==> src/rtl/mips_dump_pkg.sv <==
// -----------------------------------------------------------------------------
// mips_dump_pkg
// Shared definitions for the MIPS state dump block:
//   dump_state_e : FSM state encoding (also exposed on the debug port)
//   TAG_*        : beat tag codes carried on out_tag
//   NUM_REGS     : register-file depth walked by the dump
// Optional feature macro: MIPS_DUMP_CHECKSUM_EN (adds the CSUM state).
// -----------------------------------------------------------------------------
package mips_dump_pkg;

  typedef enum logic [2:0] {
    ST_IDLE = 3'd0,
    ST_REGS = 3'd1,
    ST_MEM  = 3'd2,
`ifdef MIPS_DUMP_CHECKSUM_EN
    ST_CSUM = 3'd3,
`endif
    ST_FIN  = 3'd4
  } dump_state_e;

  localparam logic [1:0] TAG_REG  = 2'b00;
  localparam logic [1:0] TAG_MEM  = 2'b01;
  localparam logic [1:0] TAG_CSUM = 2'b10;

  localparam int NUM_REGS = 32;

endpackage

==> src/rtl/mips_state_dump_if.sv <==
// -----------------------------------------------------------------------------
// mips_dump_stream_if
// Word stream carrying dumped words out of the dump engine.
//   valid/ready handshake: a beat transfers on every rising edge where both
//   valid and ready are high. Once valid is raised, valid, data, tag and index
//   hold steady until that transfer; ready may toggle freely and never gates
//   valid.
// Signals: valid, ready, data[31:0], tag[1:0], index[MEM_AW-1:0]
// Modports: master (drives the beat), slave (accepts the beat)
// -----------------------------------------------------------------------------
interface mips_dump_stream_if #(
  parameter int MEM_AW = 8
);
  logic              valid;
  logic              ready;
  logic [31:0]       data;
  logic [1:0]        tag;
  logic [MEM_AW-1:0] index;

  modport master (output valid, output data, output tag, output index, input ready);
  modport slave  (input valid, input data, input tag, input index, output ready);
endinterface

==> src/rtl/dump_out_stage.sv <==
// -----------------------------------------------------------------------------
// dump_out_stage
// Single-entry output holding register with valid/ready toward the sink.
// Ports:
//   clock, reset   : clock, synchronous active-high reset
//   i_load         : capture i_data/i_tag/i_index this cycle (only when o_can_load)
//   o_can_load     : register empty, or its word is being accepted this cycle
//   o_empty        : nothing held
//   stream         : master side of the output word stream
// -----------------------------------------------------------------------------
module dump_out_stage #(
  parameter int MEM_AW = 8
) (
  input  logic              clock,
  input  logic              reset,
  input  logic              i_load,
  input  logic [31:0]       i_data,
  input  logic [1:0]        i_tag,
  input  logic [MEM_AW-1:0] i_index,
  output logic              o_can_load,
  output logic              o_empty,
  mips_dump_stream_if.master stream
);

  logic              r_valid;
  logic [31:0]       r_data;
  logic [1:0]        r_tag;
  logic [MEM_AW-1:0] r_index;

  always_ff @(posedge clock) begin
    if (reset) begin
      r_valid <= 1'b0;
      r_data  <= '0;
      r_tag   <= '0;
      r_index <= '0;
    end else if (i_load) begin
      r_valid <= 1'b1;
      r_data  <= i_data;
      r_tag   <= i_tag;
      r_index <= i_index;
    end else if (stream.ready) begin
      r_valid <= 1'b0;
    end
  end

  // Refill in the same cycle the held word drains, so a ready sink sees
  // one word per cycle.
  assign o_can_load   = !r_valid || stream.ready;
  assign o_empty      = !r_valid;

  assign stream.valid = r_valid;
  assign stream.data  = r_data;
  assign stream.tag   = r_tag;
  assign stream.index = r_index;

endmodule

==> src/rtl/mips_state_dump.sv <==
// -----------------------------------------------------------------------------
// mips_state_dump
// Walks the 32-entry register file, then DATA_WORDS data-memory words, and
// streams each word out with a tag and index. Optional checksum beat when
// MIPS_DUMP_CHECKSUM_EN is defined (XOR of every register and memory word).
// Ports:
//   clock, reset           : clock, synchronous active-high reset
//   start                  : one-cycle dump request (honoured only when idle)
//   busy, done             : dump in progress / one-cycle completion pulse
//   reg_addr, reg_rdata    : register-file read port (combinational data)
//   mem_addr, mem_rdata    : data-memory read port (combinational data)
//   out_valid, out_ready   : output word handshake
//   out_data/out_tag/out_index : dumped word, tag (00 reg, 01 mem, 10 csum), index
//   dbg_state              : current FSM state
// -----------------------------------------------------------------------------
module mips_state_dump
  import mips_dump_pkg::*;
#(
  parameter int DATA_WORDS = 256,
  parameter int MEM_AW     = 8
) (
  input  logic              clock,
  input  logic              reset,
  input  logic              start,
  output logic              busy,
  output logic              done,
  output logic [4:0]        reg_addr,
  input  logic [31:0]       reg_rdata,
  output logic [MEM_AW-1:0] mem_addr,
  input  logic [31:0]       mem_rdata,
  output logic              out_valid,
  input  logic              out_ready,
  output logic [31:0]       out_data,
  output logic [1:0]        out_tag,
  output logic [MEM_AW-1:0] out_index,
  output dump_state_e       dbg_state
);

  // Counter must cover both register numbers (0..31) and memory indices.
  localparam int CW = (MEM_AW > 5) ? MEM_AW : 5;
  localparam logic [CW-1:0] LAST_REG = CW'(NUM_REGS - 1);
  localparam logic [CW-1:0] LAST_MEM = CW'(DATA_WORDS - 1);

  dump_state_e r_state;
  logic [CW-1:0] r_cnt;

  logic              w_can_load;
  logic              w_empty;
  logic              w_load;
  logic [31:0]       w_data;
  logic [1:0]        w_tag;
  logic [MEM_AW-1:0] w_index;

`ifdef MIPS_DUMP_CHECKSUM_EN
  logic [31:0] r_csum;
`endif

  mips_dump_stream_if #(.MEM_AW(MEM_AW)) u_stream ();

  dump_out_stage #(.MEM_AW(MEM_AW)) u_out (
    .clock      (clock),
    .reset      (reset),
    .i_load     (w_load),
    .i_data     (w_data),
    .i_tag      (w_tag),
    .i_index    (w_index),
    .o_can_load (w_can_load),
    .o_empty    (w_empty),
    .stream     (u_stream)
  );

  assign u_stream.ready = out_ready;
  assign out_valid      = u_stream.valid;
  assign out_data       = u_stream.data;
  assign out_tag        = u_stream.tag;
  assign out_index      = u_stream.index;

  // Select the word offered to the output stage for the current state.
  always_comb begin
    w_load  = 1'b0;
    w_data  = '0;
    w_tag   = TAG_REG;
    w_index = '0;
    case (r_state)
      ST_REGS: begin
        w_load  = w_can_load;
        w_data  = reg_rdata;
        w_tag   = TAG_REG;
        w_index = MEM_AW'(r_cnt);
      end
      ST_MEM: begin
        w_load  = w_can_load;
        w_data  = mem_rdata;
        w_tag   = TAG_MEM;
        w_index = MEM_AW'(r_cnt);
      end
`ifdef MIPS_DUMP_CHECKSUM_EN
      ST_CSUM: begin
        w_load  = w_can_load;
        w_data  = r_csum;
        w_tag   = TAG_CSUM;
        w_index = '0;
      end
`endif
      default: ;
    endcase
  end

  // Counter only moves on capture, so a stalled sink freezes the read address.
  always_ff @(posedge clock) begin
    if (reset) begin
      r_state <= ST_IDLE;
      r_cnt   <= '0;
    end else begin
      case (r_state)
        ST_IDLE: begin
          if (start) begin
            r_cnt   <= '0;
            r_state <= ST_REGS;
          end
        end
        ST_REGS: begin
          if (w_load) begin
            if (r_cnt == LAST_REG) begin
              r_cnt   <= '0;
              r_state <= ST_MEM;
            end else begin
              r_cnt <= r_cnt + CW'(1);
            end
          end
        end
        ST_MEM: begin
          if (w_load) begin
            if (r_cnt == LAST_MEM) begin
              r_cnt <= '0;
`ifdef MIPS_DUMP_CHECKSUM_EN
              r_state <= ST_CSUM;
`else
              r_state <= ST_FIN;
`endif
            end else begin
              r_cnt <= r_cnt + CW'(1);
            end
          end
        end
`ifdef MIPS_DUMP_CHECKSUM_EN
        ST_CSUM: begin
          if (w_load) r_state <= ST_FIN;
        end
`endif
        ST_FIN: begin
          if (w_empty) r_state <= ST_IDLE;
        end
        default: r_state <= ST_IDLE;
      endcase
    end
  end

`ifdef MIPS_DUMP_CHECKSUM_EN
  // Every captured register/memory word is eventually emitted, so folding
  // at capture time equals folding at emission.
  always_ff @(posedge clock) begin
    if (reset) begin
      r_csum <= '0;
    end else if (r_state == ST_IDLE && start) begin
      r_csum <= '0;
    end else if ((r_state == ST_REGS || r_state == ST_MEM) && w_load) begin
      r_csum <= r_csum ^ w_data;
    end
  end
`endif

  // done fires in the FIN cycle where the last word has left; busy drops
  // in that same cycle.
  assign done      = (r_state == ST_FIN) && w_empty;
  assign busy      = (r_state != ST_IDLE) && !done;
  assign reg_addr  = r_cnt[4:0];
  assign mem_addr  = r_cnt[MEM_AW-1:0];
  assign dbg_state = r_state;

endmodule

==> config.mk <==
export PLATFORM = sky130hd
export DESIGN_NAME = mips_state_dump
export DESIGN_NICKNAME = d
export VERILOG_FILES = /design/src/rtl/mips_dump_pkg.sv /design/src/rtl/mips_state_dump_if.sv /design/src/rtl/dump_out_stage.sv /design/src/rtl/mips_state_dump.sv
export SDC_FILE = /design/constraint.sdc
export NUM_CORES = 1
export LEC_CHECK = 0
export ABC_CLOCK_PERIOD_IN_PS = 2400
export CAP_MARGIN = 10
export CELL_PAD_IN_SITES_DETAIL_PLACEMENT = 0
export CELL_PAD_IN_SITES_GLOBAL_PLACEMENT = 1
export CORE_MARGIN = 2
export CORE_UTILIZATION = 27
export CTS_CLUSTER_SIZE = 24
export DETAILED_ROUTE_END_ITERATION = 12
export PLACE_DENSITY = 0.86
export SLEW_MARGIN = 10
export SYNTH_ARGS = -nofsm -noshare
export SYNTH_HDL_FRONTEND = slang
export SYNTH_SLANG_ARGS = --single-unit
==> constraint.sdc <==
create_clock -name clock -period 2.4 [get_ports clock]
set_clock_uncertainty 0.1 [all_clocks]
set_input_delay 0.48 -clock clock [delete_from_list [all_inputs] [get_ports clock]]
set_output_delay 0.48 -clock clock [all_outputs]
set_load 0.005 [all_outputs]
Yosys cells after proc, flatten, opt, wreduce, memory -nomap -nowiden
Index checks and enable logic that the tools add are counted.

cells by class
  add/subtract/negate cells = 1
  equality and inequality tests = 11
  muxes and demuxes = 19
  reductions and logical operators = 12

operators by type and width
  operator             number
  $pmux 32 s2          1
  $mux 8               6
  $pmux 8 s3           1
  $mux 3               6
  $pmux 3 s4           1
  $add 8x1->8 const B  1
  $eq 8x5->1 const B   1
  $eq 8x8->1 const B   1
  $ne 2x2->1 const B   4
  $reduce_and 6->1     1
  $reduce_bool 3->1    2
  $mux 1               4
  $ne 2x1->1 const B   2
  $reduce_and 4->1     1
  $eq 3x1->1 const B   1
  $eq 3x2->1 const B   1
  $eq 3x3->1 const B   1
  $logic_not 3->1      1
  $logic_and 1x1->1    2
  $logic_not 1->1      2
  $reduce_bool 2->1    1
  $reduce_or 2->1      1
  $logic_or 1x1->1     1

storage, ports and cells
  register bits = 54
  input bits = 68
  logic and storage cells = 49

Logic depth before layout (Yosys ltp)
Gate-level depths: netlist of the first run.

  depth after elaboration = 5
  mapped depth = 7
  depth with buffers taken out = 6

Modules after synthesis
A second synthesis of the first run with hierarchy kept.

second synthesis, totals
  cell total of the unflattened synthesis = 292
  area, all modules = 2,713.9 um^2

modules (own cells, without submodules)
  module           times used  cells each  area an instance (um^2)
  dump_out_stage   1           141         1,570.3
  mips_state_dump  1           151         1,143.6

Worst setup path after synthesis of the first run
No wires, ideal clock.

  path kind = register to register
  start = register r_cnt[0], in the netlist mem_addr[0]
  end = register r_cnt[3], in the netlist mem_addr[3]
  data arrival time = 1,609 ps
  slack = 617 ps
  stages on the path, launching flop included = 8
  buffers on the path = 1
  clock period less this slack = 1,783 ps
  cells stage by stage = dfxtp_1 ha_1 and4_1 a211o_1 a21oi_2 buf_4 nand3_1 a31oi_1

between the ends
  word-level cells in the longest chain between the ends = 4
  elaborated cells between the ends (all ways) = 8

ends and longest elaborated chain
  element                                    RTL line                                        source
  from (decl)                                mips_state_dump.sv:45                           logic [CW-1:0] r_cnt;
  from (signal assigned)                     mips_state_dump.sv:128                          r_cnt <= r_cnt + CW'(1);
  from (signal assigned)                     mips_state_dump.sv:142                          r_cnt <= r_cnt + CW'(1);
  $add 8x1->8, or another cell as far along  mips_state_dump.sv:128, mips_state_dump.sv:142
  $mux 8, on equally long branches           mips_state_dump.sv:134, mips_state_dump.sv:124
  $mux 8, on equally long branches           mips_state_dump.sv:133, mips_state_dump.sv:123
  $pmux 8 s3 *                               mips_state_dump.sv:115                          case (r_state)

Mark *: on every way between the ends. The rest lies on a longest branch, timed or not. The select of a mux whose other input is x is not followed.
A chain may end at the register's enable or synchronous reset.

Worst setup path after layout of the first run
  start = register r_state[0], in the netlist dbg_state[0]
  end = output done

between the ends
  word-level cells in the longest chain between the ends = 2

ends and longest elaborated chain
  element                 RTL line                source
  from (decl)             mips_state_dump.sv:44   dump_state_e r_state;
  from (signal assigned)  mips_state_dump.sv:112  r_state <= ST_IDLE;
  from (signal assigned)  mips_state_dump.sv:119  r_state <= ST_REGS;
  from (signal assigned)  mips_state_dump.sv:126  r_state <= ST_MEM;
  $eq 3x3->1              mips_state_dump.sv:175  assign done = (r_state == ST_FIN) && w_empty;
  $logic_and 1x1->1       mips_state_dump.sv:175
  to (decl)               mips_state_dump.sv:26   output logic done,

Every way passes these cells.

==> Flow_metrics.wiki, run 1 <==
{| class="wikitable"
! Metric !! Value
|-
| Syn Std Cell Area || 2320 µm²
|-
| Leading cell type by number of instances after synthesis || dfxtp_1
|-
| Hold-fix buffers, CTS || 0
|-
| First-pass GRT wire length || 12100 µm
|-
| Setup repair after global routing missed its margin || no
|-
| Top-level port count || 129
|-
| Setup Fix Bufs, Post-CTS || 0
|-
| Row Count || 33
|-
| Aggregate global routing overflow || 0
|-
| Required time of the worst setup path || 1.82 ns
|-
| Depth of the worst hold-timing path || 2
|-
| Post-route setup TNS || 0 ns
|-
| Synth Instances || 275
|-
| Vias in the first global route || 2369
|-
| Depth of the CTS H-tree || 2
|-
| Worst Setup Start Kind || flop
|-
| DRC || 0
|-
| Detail Placement HPWL || 5480 µm
|-
| Portion of synthesized cell area occupied by the leading cell type || 45.6%
|-
| Share of async-settable or async-resettable flops after synthesis || 0%
|-
| Fill cells || 818
|-
| Count of input and output buffers || 127
|-
| Die height || 96.8 µm
|-
| Hold violation total from the final report || 0
|-
| Floorplan die area || 9370 µm²
|-
| Yosys Warn Count || 0
|-
| Sum of routed wire length over all layers || 7410 µm
|-
| Final setup violation count || 0
|-
| Clock edge transition at the registers on the reported setup and hold paths || 0.10 ns
|-
| Crit end category || output port
|-
| Clock net sink count || 53
|-
| Headroom to the max-slew limit || 65.9%
|-
| Share of the cycle needed by the critical path after routing || 92.8%
|-
| Synth cell count leaders || dfxtp_1, nor2_1, nand2_1
|-
| Leading register cell type out of synthesis || dfxtp_1
|-
| Initial antenna violation count || 0
|-
| Post-placement cell area || 3650 µm²
|-
| IR drop worst, VDD || 0.490 mV
|-
| Final instance area || 3750 µm²
|-
| Source-to-sink clock delay at the later pin of the worst-skew pair || 0.31 ns
|-
| Dominant cells by area after synthesis || dfxtp_1, a221oi_1, nor2_1, nor3_1, nand2_1
|-
| Initial Util || 28.0%
|-
| Ratio of routed vias to standard cells || 5.05
|-
| Slew @ Worst Pin || 0.511 ns
|-
| Overall fraction of global-route tracks in use || 15.5%
|-
| Leak pwr || 0.00134 µW
|-
| Worst EP arrival || 1.65 ns
|-
| Achievable frequency || 0.449 GHz
|-
| Overall die width || 96.8 µm
|-
| Antenna viol nets, final || 0
|-
| Post-synth EDFFs || 0
|-
| Routed wire per std cell || 14.9 µm
|-
| Count of TritonRoute iterations in the first routing pass || 4
|-
| Final worst path period need || 2.23 ns
|-
| Vias post-DR || 2507
|-
| Starting DRT DRC Count || 138
|-
| Net count after synthesis || 344
|-
| Share of synthesized area occupied by flip-flops and latches || 45.6%
|-
| Maximum buffer depth of the clock tree || 2
|-
| Number of max-capacitance violations reported || 0
|-
| R2R cell count || 6
|-
| NumNets Final || 459
|-
| Antenna fix cells || 0
|-
| Average cell area after synthesis || 8.45 µm²
|-
| Fraction of final layout cells sized beyond drive strength 1 || 6.39%
|-
| Outcome || completed
|-
| Number of buffers added by the clock tree synthesis step || 5
|-
| Power density over the cells || 1070 nW/µm²
|-
| Area leader, netlist || dfxtp_1
|-
| Worst min path class || reg -> reg
|-
| Crit Path Category || reg -> out
|-
| Area growth syn-to-layout || 61.5%
|-
| CTS root buffer || clkbuf_8
|-
| Number of distinct library cells after synthesis || 36
|-
| Highest fanout seen on the critical path || 13
|-
| Post-synthesis register bit count || 53
|-
| Maximum number of pins on one net before global-route repair || 31
|-
| Count of final max-slew check failures || 0
|-
| Core ar. || 8300 µm²
|-
| Cells resized by post-CTS repair || 0
|-
| Routability cong. || 0.785
|-
| Clock tree from TritonCTS || built
|}
[where the power goes]
group | switching [µW] | internal (µW) | total (µW)
Sequential | 147 | 1090 | 1230
Combinational | 1160 | 1080 | 2240
Clock | 292 | 261 | 554
Total | 1600 | 2420 | 4030
[final timing paths]
kind                                       startpoint                     to  slack (ns)
worst max-delay path                     dbg_state[0]                   done        0.17
worst min-delay path            u_out.stream.index[6]  u_out.stream.index[6]        0.36
worst max register to register           dbg_state[1]            mem_addr[7]        0.34
worst min register to register  u_out.stream.index[6]  u_out.stream.index[6]        0.36
[sequential cells by signal, summed over array words and instances, names as in the netlist]
register / flops
dbg_state: 3
u_out.stream.data: 32
u_out.stream.index: 8
u_out.stream.tag: 1
mem_addr: 8
u_out.stream.valid: 1
[worst max-delay path, stage by stage (launching register included)]
cell	delay, ns
dfxtp_1	0.46
nor4_1	0.30
clkdlybuf4s50_1	0.58
[cells by family (layout without fill, tap and decap cells)]
family | after synthesis | count (layout) | share of synthesized area (%)
simple gates | 122 | 122 | 25.1
compound gates | 62 | 62 | 20.5
flops | 53 | 53 | 45.6
buf+inv | 34 | 150 | 7.32
xor+xnor | 2 | 2 | 0.754
fa+ha+maj | 1 | 1 | 0.538
other cells | 1 | 1 | 0.161
[metal layers]
metal / global-route usage [%] / vias to the layer above / share of wire [%] / routed length, µm
li1: - / 1233 / - / -
met1: 19.8 / 1175 / 44 / 3240
met2: 25.3 / 88 / 48 / 3590
met3: 4.34 / 11 / 6.0 / 448
met4: 4.98 / 0 / 1.8 / 130
met5: 0 / - / 0 / 0
[cell usage in the layout, fill, tap and decap left out, types with 4 or more instances in the layout]
| cell | n |
|---|---|
| clkdlybuf4s50_1 | 126 |
| dfxtp_1 | 53 |
| nor2_1 | 38 |
| nand2_1 | 27 |
| nor3_1 | 24 |
| a221oi_1 | 23 |
| a21oi_1 | 15 |
| nand3_1 | 13 |
| buf_4 | 12 |
| a222oi_1 | 10 |
| clkbuf_8 | 7 |
| a31oi_1 | 4 |
[layout make-up]
class                      instances  area, µm²  area share (%)
clock buffer                       7       96.3            2.57
clock inverter                     1       5.00           0.133
inverter                           3       11.3           0.300
multi-input combinational        188       1090            29.1
sequential                        53       1060            28.3
tap                              105        131            3.50
timing repair buffer             139       1360            36.1
[stage by stage]
step / setup slack (ns) / total power, µW / util, % / hold WS [ns] / std cells
CTS: 0.160 / 4090 / 45.2 / 0.363 / 496
global placement: 0.303 / 3490 / 44.0 / 0.347 / 488
floorplan: 0.617 / 2600 / - / 0.353 / 275
detailed placement: 0.234 / 3520 / 44.0 / 0.350 / 488
global route: 0.0718 / 4370 / 45.2 / 0.385 / 496
finish: 0.172 / 4030 / 45.2 / 0.359 / 496
No activity file was read; power rests on OpenSTA's default activity.
==> run 2: changes to the inputs <==
--- a/config.mk
+++ b/config.mk
@@ -14,6 +14,7 @@
 export CTS_CLUSTER_SIZE = 24
 export DETAILED_ROUTE_END_ITERATION = 12
 export PLACE_DENSITY = 0.86
+export REMOVE_ABC_BUFFERS = 1
 export SLEW_MARGIN = 10
 export SYNTH_ARGS = -nofsm -noshare
 export SYNTH_HDL_FRONTEND = slang
==> run 2 against run 1 <==
Compared with the run above: combinational power about the same; highest routed layer unchanged; worst hold slack lost 0.0024 ns; core utilization is essentially flat.
==> Flow_metrics.wiki, run 2 (synthesis gave the netlist of run 1 again) <==
{| class="wikitable"
! Metric !! Value
|-
| Ratio of routed vias to standard cells || 5.12
|-
| Headroom to the max-slew limit || 60.6%
|-
| Slew @ Worst Pin || 0.591 ns
|-
| Cells resized by post-CTS repair || 0
|-
| Share of the cycle needed by the critical path after routing || 89.2%
|-
| Core ar. || 8300 µm²
|-
| Post-route setup TNS || 0 ns
|-
| Antenna viol nets, final || 0
|-
| Final setup violation count || 0
|-
| Depth of the worst hold-timing path || 2
|-
| Met1 layer wirelength in the final routing || 3120 µm
|-
| Area growth syn-to-layout || 61.6%
|-
| Reg2Reg Launch Point || dbg_state[0]
|-
| Crit end category || output port
|-
| Hold Crit Start || u_out.stream.index[7]
|-
| Clock edge transition at the registers on the reported setup and hold paths || 0.09 ns
|-
| Vias post-DR || 2532
|-
| Most used cells in the layout excluding fill and tap cells || clkdlybuf4s50_1, dfxtp_1, nor2_1
|-
| Initial antenna violation count || 0
|-
| Setup repair after global routing missed its margin || no
|-
| Count of TritonRoute iterations in the first routing pass || 4
|-
| Starting DRT DRC Count || 127
|-
| Final worst path period need || 2.14 ns
|-
| Required time of the worst setup path || 1.82 ns
|-
| Clock tree from TritonCTS || built
|-
| R2R cell count || 7
|-
| Aggregate global routing overflow || 0
|-
| Vias in the first global route || 2467
|-
| Met2 Routed Length || 3380 µm
|-
| Initial Util || 28.0%
|-
| Final instance area || 3760 µm²
|-
| Antenna fix cells || 0
|-
| Depth of the CTS H-tree || 2
|-
| DRC || 0
|-
| Routed wire length on met3 || 651 µm
|-
| Count of non-filler cells in the finished layout || 495
|-
| Endpoint, Worst Hold || u_out.stream.index[7]
|-
| NumNets Final || 459
|-
| Hold WS || 0.357 ns
|-
| Uppermost routed layer || met4
|-
| Most frequent standard cell in the layout excluding fill and tap cells || clkdlybuf4s50_1
|-
| Count of input and output buffers || 127
|-
| Hold-fix buffers, CTS || 0
|-
| Number of buffers added by the clock tree synthesis step || 5
|-
| Row Count || 33
|-
| Crit path launch || dbg_state[1]
|-
| Achievable frequency || 0.467 GHz
|-
| Overall die width || 96.8 µm
|-
| Fraction of final layout cells sized beyond drive strength 1 || 6.15%
|-
| IR drop worst, VDD || 0.665 mV
|-
| First-pass GRT wire length || 11900 µm
|-
| Number of max-capacitance violations reported || 0
|-
| Hold violation total from the final report || 0
|-
| Routed wire per std cell || 14.5 µm
|-
| Placed cells || 488
|-
| Total design power || 3980 µW
|-
| Sum of routed wire length over all layers || 7180 µm
|-
| Setup slack, reg-to-reg || 0.42 ns
|-
| Maximum number of pins on one net before global-route repair || 31
|-
| Setup Fix Bufs, Post-CTS || 0
|-
| Overall fraction of global-route tracks in use || 15.1%
|-
| Source-to-sink clock delay at the later pin of the worst-skew pair || 0.29 ns
|-
| Flip-flop count of the largest register after layout || 32
|-
| Die height || 96.8 µm
|-
| Capture point of the worst reg-to-reg path || mem_addr[2]
|-
| Maximum buffer depth of the clock tree || 2
|-
| CTS root buffer || clkbuf_8
|-
| Count of final max-slew check failures || 0
|-
| Worst Setup Start Kind || flop
|-
| Worst min path class || reg -> reg
|-
| Crit Path Category || reg -> out
|-
| Floorplan die area || 9370 µm²
|-
| Outcome || completed
|-
| Power density over the cells || 1060 nW/µm²
|-
| Routability cong. || 0.714
|-
| Highest fanout seen on the critical path || 13
|-
| Leak pwr || 0.00133 µW
|-
| Detail Placement HPWL || 5210 µm
|-
| Top-level port count || 129
|-
| Worst EP arrival || 1.56 ns
|-
| Clock net sink count || 53
|-
| Post-placement cell area || 3670 µm²
|}
## run 2: cell types whose count changed in the layout (fill, tap and decap cells not counted)
cell	before	now
clkinvlp_4	0	1
buf_12	0	1
buf_4	12	11
clkinv_2	1	0
clkbuf_8	7	6
## run 2: layer usage
metal / global-route usage, % / vias up
met5: 0 / -
met3: 5.71 / 2
met4: 2.93 / 0
met1: 18.6 / 1188
li1: - / 1236
met2: 25.2 / 106
## run 2: critical path, cell delays in order, from the launching register on
cell and delay, ns:
dfxtp_1 0.61, a211o_1 0.15, clkdlybuf4s50_1 0.51
## run 2: final cells by class
cell class / count / area [µm²]
Fill cell: 795 / 4540
Multi-Input combinational cell: 188 / 1090
Inverter: 3 / 11.3
Clock buffer: 6 / 82.6
Sequential cell: 53 / 1060
Tap cell: 105 / 131
Clock inverter: 1 / 7.51
Timing Repair Buffer: 139 / 1370
## run 2: through the flow
stage | setup slack, ns | utilization (%)
after floorplan | 0.0486 | -
after global placement | 0.270 | 44.2
after detailed placement | 0.215 | 44.2
after CTS | 0.227 | 45.3
after global routing | 0.152 | 45.3
final | 0.260 | 45.3
## run 2: worst max path at each step
stage | to | cells past startpoint | slack [ns]
2_1_floorplan | dbg_state[2] | 5 | 0.05
5_1_grt | done | 3 | 0.15
4_1_cts | busy | 2 | 0.23
3_3_place_gp | mem_addr[2] | 7 | 0.27
3_5_place_dp | mem_addr[5] | 7 | 0.21
6_report | busy | 2 | 0.26
## run 2: power breakdown
group	internal, µW	switching [µW]
sequential	1090	142
clock	229	277
combinational	1070	1180
total	2380	1590
